==> src/rtl/keypad_entry.sv <==
// 4x4 keypad scanner with debounce feeding a four-function calculator entry FSM.
// Produces two BCD-entered operands, an operation code and a one-cycle start pulse.
module keypad_entry #(
  parameter int SCAN_DIV = 1000,
  parameter int DEBOUNCE = 50000
) (
  input  logic        clk,
  input  logic        rst,
  input  logic [3:0]  row,
  output logic [3:0]  col,
  output logic        key_valid,
  output logic [3:0]  key_code,
  output logic [13:0] op1,
  output logic [13:0] op2,
  output logic [1:0]  operation,
  output logic        start,
  output logic [15:0] entry_bcd
);

  localparam int CNT_MAX = (SCAN_DIV > DEBOUNCE) ? SCAN_DIV : DEBOUNCE;
  localparam int CNT_W   = $clog2(CNT_MAX);
  localparam logic [CNT_W-1:0] SCAN_LAST = CNT_W'(SCAN_DIV - 1);
  localparam logic [CNT_W-1:0] DEB_LAST  = CNT_W'(DEBOUNCE - 1);

  typedef enum logic [1:0] {SCAN, DEBOUNCE_PRESS, WAIT_RELEASE} scan_state_e;
  typedef enum logic [1:0] {OP1, OP2, DONE} entry_state_e;

  scan_state_e      scan_q;
  entry_state_e     entry_q;
  logic [3:0]       row_meta_q, rs_q, pat_q;
  logic [1:0]       col_idx_q;
  logic [CNT_W-1:0] cnt_q;
  logic             key_valid_q, start_q;
  logic [3:0]       key_code_q;
  logic [13:0]      op1_q, op2_q;
  logic [1:0]       operation_q;
  logic [15:0]      bcd_q;
  logic [2:0]       digits_q;
  logic [3:0]       key_dec;

  // Key code for the latched row pattern on the frozen column.
  function automatic logic [3:0] decode_key(input logic [3:0] pat, input logic [1:0] c);
    logic [1:0] r;
    logic [3:0] code;
    r = 2'd0;
    case (pat)
      4'b1101: r = 2'd1;
      4'b1011: r = 2'd2;
      4'b0111: r = 2'd3;
      default: r = 2'd0;
    endcase
    case ({r, c})
      4'h0: code = 4'd1;   4'h1: code = 4'd2;  4'h2: code = 4'd3;  4'h3: code = 4'd10;
      4'h4: code = 4'd4;   4'h5: code = 4'd5;  4'h6: code = 4'd6;  4'h7: code = 4'd11;
      4'h8: code = 4'd7;   4'h9: code = 4'd8;  4'hA: code = 4'd9;  4'hB: code = 4'd12;
      4'hC: code = 4'd14;  4'hD: code = 4'd0;  4'hE: code = 4'd15; default: code = 4'd13;
    endcase
    return code;
  endfunction

  function automatic logic [13:0] append_digit(input logic [13:0] v, input logic [3:0] d);
    return v * 14'd10 + {10'd0, d};
  endfunction

  assign key_dec = decode_key(pat_q, col_idx_q);

  always_ff @(posedge clk) begin
    if (rst) begin
      row_meta_q  <= 4'h0;
      rs_q        <= 4'h0;
      scan_q      <= SCAN;
      col_idx_q   <= 2'd0;
      cnt_q       <= '0;
      pat_q       <= 4'hF;
      key_valid_q <= 1'b0;
      key_code_q  <= 4'd0;
    end else begin
      // NOTE: non-blocking (<=) for every register so all flops update from pre-edge values.
      row_meta_q  <= row;
      rs_q        <= row_meta_q;
      key_valid_q <= 1'b0;
      unique case (scan_q)
        SCAN: begin
          if (cnt_q == SCAN_LAST) begin
            cnt_q <= '0;
            if ($onehot(~rs_q)) begin
              pat_q  <= rs_q;
              scan_q <= DEBOUNCE_PRESS;
            end else begin
              col_idx_q <= col_idx_q + 2'd1;
            end
          end else begin
            cnt_q <= cnt_q + 1'b1;
          end
        end
        DEBOUNCE_PRESS: begin
          if (rs_q != pat_q) begin
            scan_q    <= SCAN;
            col_idx_q <= col_idx_q + 2'd1;
            cnt_q     <= '0;
          end else if (cnt_q == DEB_LAST) begin
            key_valid_q <= 1'b1;
            key_code_q  <= key_dec;
            scan_q      <= WAIT_RELEASE;
            cnt_q       <= '0;
          end else begin
            cnt_q <= cnt_q + 1'b1;
          end
        end
        WAIT_RELEASE: begin
          if (rs_q != 4'hF) begin
            cnt_q <= '0;
          end else if (cnt_q == DEB_LAST) begin
            scan_q    <= SCAN;
            col_idx_q <= col_idx_q + 2'd1;
            cnt_q     <= '0;
          end else begin
            cnt_q <= cnt_q + 1'b1;
          end
        end
        default: scan_q <= SCAN;
      endcase
    end
  end

  always_ff @(posedge clk) begin
    if (rst) begin
      entry_q     <= OP1;
      op1_q       <= 14'd0;
      op2_q       <= 14'd0;
      operation_q <= 2'b00;
      bcd_q       <= 16'h0;
      digits_q    <= 3'd0;
      start_q     <= 1'b0;
    end else begin
      start_q <= 1'b0;
      if (key_valid_q) begin
        if (key_code_q <= 4'd9) begin
          if (entry_q == DONE) begin
            op1_q    <= {10'd0, key_code_q};
            op2_q    <= 14'd0;
            bcd_q    <= {12'h0, key_code_q};
            digits_q <= 3'd1;
            entry_q  <= OP1;
          end else if (digits_q != 3'd4) begin
            if (entry_q == OP1) op1_q <= append_digit(op1_q, key_code_q);
            else                op2_q <= append_digit(op2_q, key_code_q);
            bcd_q    <= {bcd_q[11:0], key_code_q};
            digits_q <= digits_q + 3'd1;
          end
        end else begin
          case (key_code_q)
            4'd14: begin
              op1_q       <= 14'd0;
              op2_q       <= 14'd0;
              operation_q <= 2'b00;
              bcd_q       <= 16'h0;
              digits_q    <= 3'd0;
              entry_q     <= OP1;
            end
            4'd15: begin
              if (entry_q == OP2 && digits_q != 3'd0) begin
                start_q <= 1'b1;
                entry_q <= DONE;
              end
            end
            default: begin
              // Codes 10..13 map to operations 0..3.
              if (entry_q == OP1) begin
                operation_q <= key_code_q[1:0] - 2'd2;
                op2_q       <= 14'd0;
                bcd_q       <= 16'h0;
                digits_q    <= 3'd0;
                entry_q     <= OP2;
              end else if (entry_q == OP2 && digits_q == 3'd0) begin
                operation_q <= key_code_q[1:0] - 2'd2;
              end
            end
          endcase
        end
      end
    end
  end

  assign col       = ~(4'b0001 << col_idx_q);
  assign key_valid = key_valid_q;
  assign key_code  = key_code_q;
  assign op1       = op1_q;
  assign op2       = op2_q;
  assign operation = operation_q;
  assign start     = start_q;
  assign entry_bcd = bcd_q;

endmodule

==> config.mk <==
export PLATFORM = sky130hd
export DESIGN_NAME = keypad_entry
export DESIGN_NICKNAME = d
export VERILOG_FILES = /design/src/rtl/keypad_entry.sv
export SDC_FILE = /design/constraint.sdc
export NUM_CORES = 1
export LEC_CHECK = 0
export ABC_AREA = 1
export ABC_CLOCK_PERIOD_IN_PS = 2600
export CAP_MARGIN = 20
export CORE_MARGIN = 1.5
export CORE_UTILIZATION = 52
export DETAILED_ROUTE_END_ITERATION = 10
export PLACE_DENSITY = 0.82
export SETUP_SLACK_MARGIN = 0.3
export SYNTH_ARGS = -nofsm -noshare
export SYNTH_HDL_FRONTEND = slang
export SYNTH_SLANG_ARGS = --single-unit
==> constraint.sdc <==
create_clock -name clk -period 2.6 [get_ports clk]
set_input_delay 0.26 -clock clk [delete_from_list [all_inputs] [get_ports clk]]
set_output_delay 0.26 -clock clk [all_outputs]
set_load 0.005 [all_outputs]
==> results_dict.tcl <==
set metrics [dict create \
    run_status "complete, no violations" \
    ctsHoldBuffers 0 \
    whs_endpoint "scan_q[1]$_SDFFE_PP0P_" \
    ir_worst_vdd_mv 0.358 \
    crit_path_cell_trace "ha_4 -> ha_4 -> fa_2 -> nand2_2 -> inv_2 -> nand4_1 -> nand2_1 -> nand3_2 -> buf_4 -> xnor2_2 -> nand2_1 -> a21oi_1" \
    crit_buf_inv 2 \
    core_area_um2 11000 \
    cts_tree "yes" \
    gp_congestion 0.865 \
    ys_async_sr_fraction_pct 0 \
    r2r-start "op1[1]$_SDFFE_PP0P_" \
    htreeDepth 3 \
    die_w_um 110 \
    clk_pin_slew_ns 0.07 \
    cts.sinks 89 \
    cp_data_required_time_ns 2.87 \
    synth_nets 936 \
    max_freq_mhz 423 \
    cts_buffers 9 \
    startpoint "op1[1]$_SDFFE_PP0P_" \
    worstPathMaxFanout 2 \
    endpoint_kind "register" \
    fin_nets 1024 \
    drt_first_pass_iters 5 \
    hp-class "in2reg" \
    maxCapViolations 0 \
    synthDistinctLibCells 43 \
    synth_edf_count 0 \
    relSlewSlack_pct 59.3 \
    p_total_w 0.00269 \
    dp_slack_ns 0.0984 \
    min_period_over_period_pct 91.0 \
    yosysWarningCount 0 \
    slowest_delay_ns 0.56 \
    cp_data_arrival_time_ns 2.64 \
    antenna_cells 0 \
    powerDensity_nw_per_um2 360 \
    ant_nets 0 \
    mostFrequentLayoutCells "nand2_1 (203), inv_1 (115), nor2_1 (76)" \
    fin_ws_ns 0.234 \
    io-pin-count 62 \
    wirelength_mm 15.0 \
    vias_per_cell 5.38 \
    row_count 38 \
    hold_start "rst" \
    final_common_cell "nand2_1" \
    ff_latch_area_um2 1810 \
    reg2reg_depth 12 \
    wl_per_cell_um 13.6 \
    synth_area_um2 5920 \
    synth_cells 865 \
    gr-usage-all-layers_pct 24.9 \
    yosys.area.top_type "dfxtp_1" \
    reg2reg_to "op1[8]$_SDFFE_PP0P_" \
    hpwl_mm 10.1 \
    grt_pass1_vias 5461 \
    min_delay_path_depth 4 \
    area_growth_pct 26.5 \
    cts_root_buffer "clkbuf_16" \
    cts_max_path_buffers 2 \
    synth.area.top_cells "dfxtp_1 (30%), nand2_1 (14%), ha_1 (13%)" \
    multi_input_area_um2 3910 \
    clock_latency_ns 0.35 \
    tns_ns 0 \
    critPathLaunchType "register" \
    dieArea_um2 12000 \
    fin_skew_ns 0.00887 \
    post-route-min-period_ns 2.37 \
    drt_iter0_markers 433 \
    vias 5901 \
    nFillCells 869 \
    yosysTopAreaCellShare_pct 30.1 \
    initial_core_util_pct 53.9 \
    path_delay_family "adder cells" \
    hold_viol 0 \
    synth_flop_cell "dfxtp_1" \
    ys_seq_elements 89 \
    worst_slew_pin_slew_ns 0.605 \
    grt_max_degree 50 \
    crit_slowest_cell "fa_2" \
    synth_area_per_cell_um2 6.84 \
    regToRegSetupSlack_ns 0.23 \
    drc_errors 0 \
    antenna_found_initial 0 \
    yosysSeqAreaShare_pct 30.1 \
    drv_slew 0 \
    rsz0062_at_grt "true" \
    port_buffers 61 \
    critical_path_class "reg2reg" \
    grt_pass1_wl_mm 23.9 \
    cp.depth 12 \
    grt.overflow.total 0 \
    die_height_um 110 \
    drive_above_1_share_pct 14.9 \
    p_leak_nw 3.42 \
    finalSetupViolCount 0 \
]
## state kept, by name, summed over array words and instances, names as in the netlist
| signal | cells |
|---|---|
| cnt_q | 16 |
| col_idx_q | 2 |
| digits_q | 3 |
| entry_bcd | 16 |
| entry_q | 2 |
| key_code | 4 |
| key_valid | 1 |
| op1 | 14 |
| op2 | 14 |
| operation | 2 |
| pat_q | 4 |
| row_meta_q | 4 |
| rs_q | 4 |
| scan_q | 2 |
| start | 1 |
## worst register-to-register path, delay by kind of cell (launching register included)
kind | cells | cell delay (ns)
DFF | 1 | 0.34
adders and majority gates | 3 | 0.96
xor gates and xnor gates | 1 | 0.19
AOI/OAI and AO/OA | 1 | 0.11
and+or+nand+nor | 5 | 0.47
buffers and inverters | 2 | 0.22
## per-stage QoR
stage | cell area (µm²) | cells | hold WS [ns] | utilization (%)
2_1_floorplan | 5940 | 865 | 0.367 | -
4_1_cts | 7210 | 1086 | 0.360 | 65.6
6_report | 7480 | 1097 | 0.375 | 68.1
3_3_place_gp | 6690 | 1058 | 0.389 | 60.9
5_1_grt | 7480 | 1097 | 0.390 | 68.1
3_5_place_dp | 6690 | 1058 | 0.398 | 60.9
## layout make-up
class                      instances  area share, %
multi-input combinational        638           52.2
clock inverter                     6          0.652
sequential                        89           24.1
inverter                         120           6.09
timing repair buffer              95           11.6
clock buffer                       9           3.01
tap                              140           2.34
## how the worst max path moves through the flow
stage                                endpoint  slack (ns)
floorplan                op2[13]$_SDFFE_PP0P_        0.30
global placement         op2[13]$_SDFFE_PP0P_        0.21
finish                    op1[8]$_SDFFE_PP0P_        0.23
global route              op2[7]$_SDFFE_PP0P_        0.13
detailed placement       op1[12]$_SDFFE_PP0P_         0.1
CTS                 col_idx_q[1]$_SDFFE_PP0P_        0.26
## routing by layer
metal / share of wire [%] / up-vias / GRT usage (%)
li1: - / 2982 / -
met1: 43 / 2697 / 30.1
met2: 49 / 175 / 43.3
met3: 4.7 / 47 / 5.22
met4: 3.4 / 0 / 8.81
met5: 0 / - / 0
## power breakdown
group	internal [W]	total, W	leakage (nW)	switching (W)
Sequential	0.00137	0.00138	0.728	0.00000629
Clock	0.000653	0.00123	0.125	0.000582
Combinational	0.0000337	0.0000827	2.57	0.0000490
Total	0.00206	0.00269	3.42	0.000637
## Yosys cell counts, types with 2 or more instances
library cell,n
a211oi_1,6
a21oi_1,61
a21oi_2,2
a31oi_1,2
buf_1,2
buf_4,5
buf_6,2
clkbuf_1,8
dfxtp_1,89
fa_1,5
ha_1,60
inv_1,116
inv_2,3
nand2_1,219
nand3_1,81
nand3_2,2
nand3b_1,4
nand4_1,10
nor2_1,87
nor3_1,14
nor3_2,2
o211a_1,2
o211ai_1,4
o21ai_0,32
o22ai_1,2
or2_2,6
xnor2_1,7
xor2_1,17
## timing repair
item,CTS,global route
setup buffers,13,11
endpoints found under the setup margin,19,22
pin swaps,22,25
gates resized for setup,31,51
## cell families after synthesis
kind of cell / share of synthesized area (%)
AO/OA/AOI/OAI: 11.3
XOR/XNOR: 3.55
adder cells (fa/ha/maj): 14.4
buffers and inverters: 9.43
flip-flops: 30.1
AND/OR/NAND/NOR: 31.3
(Power assumes the default switching activity.)
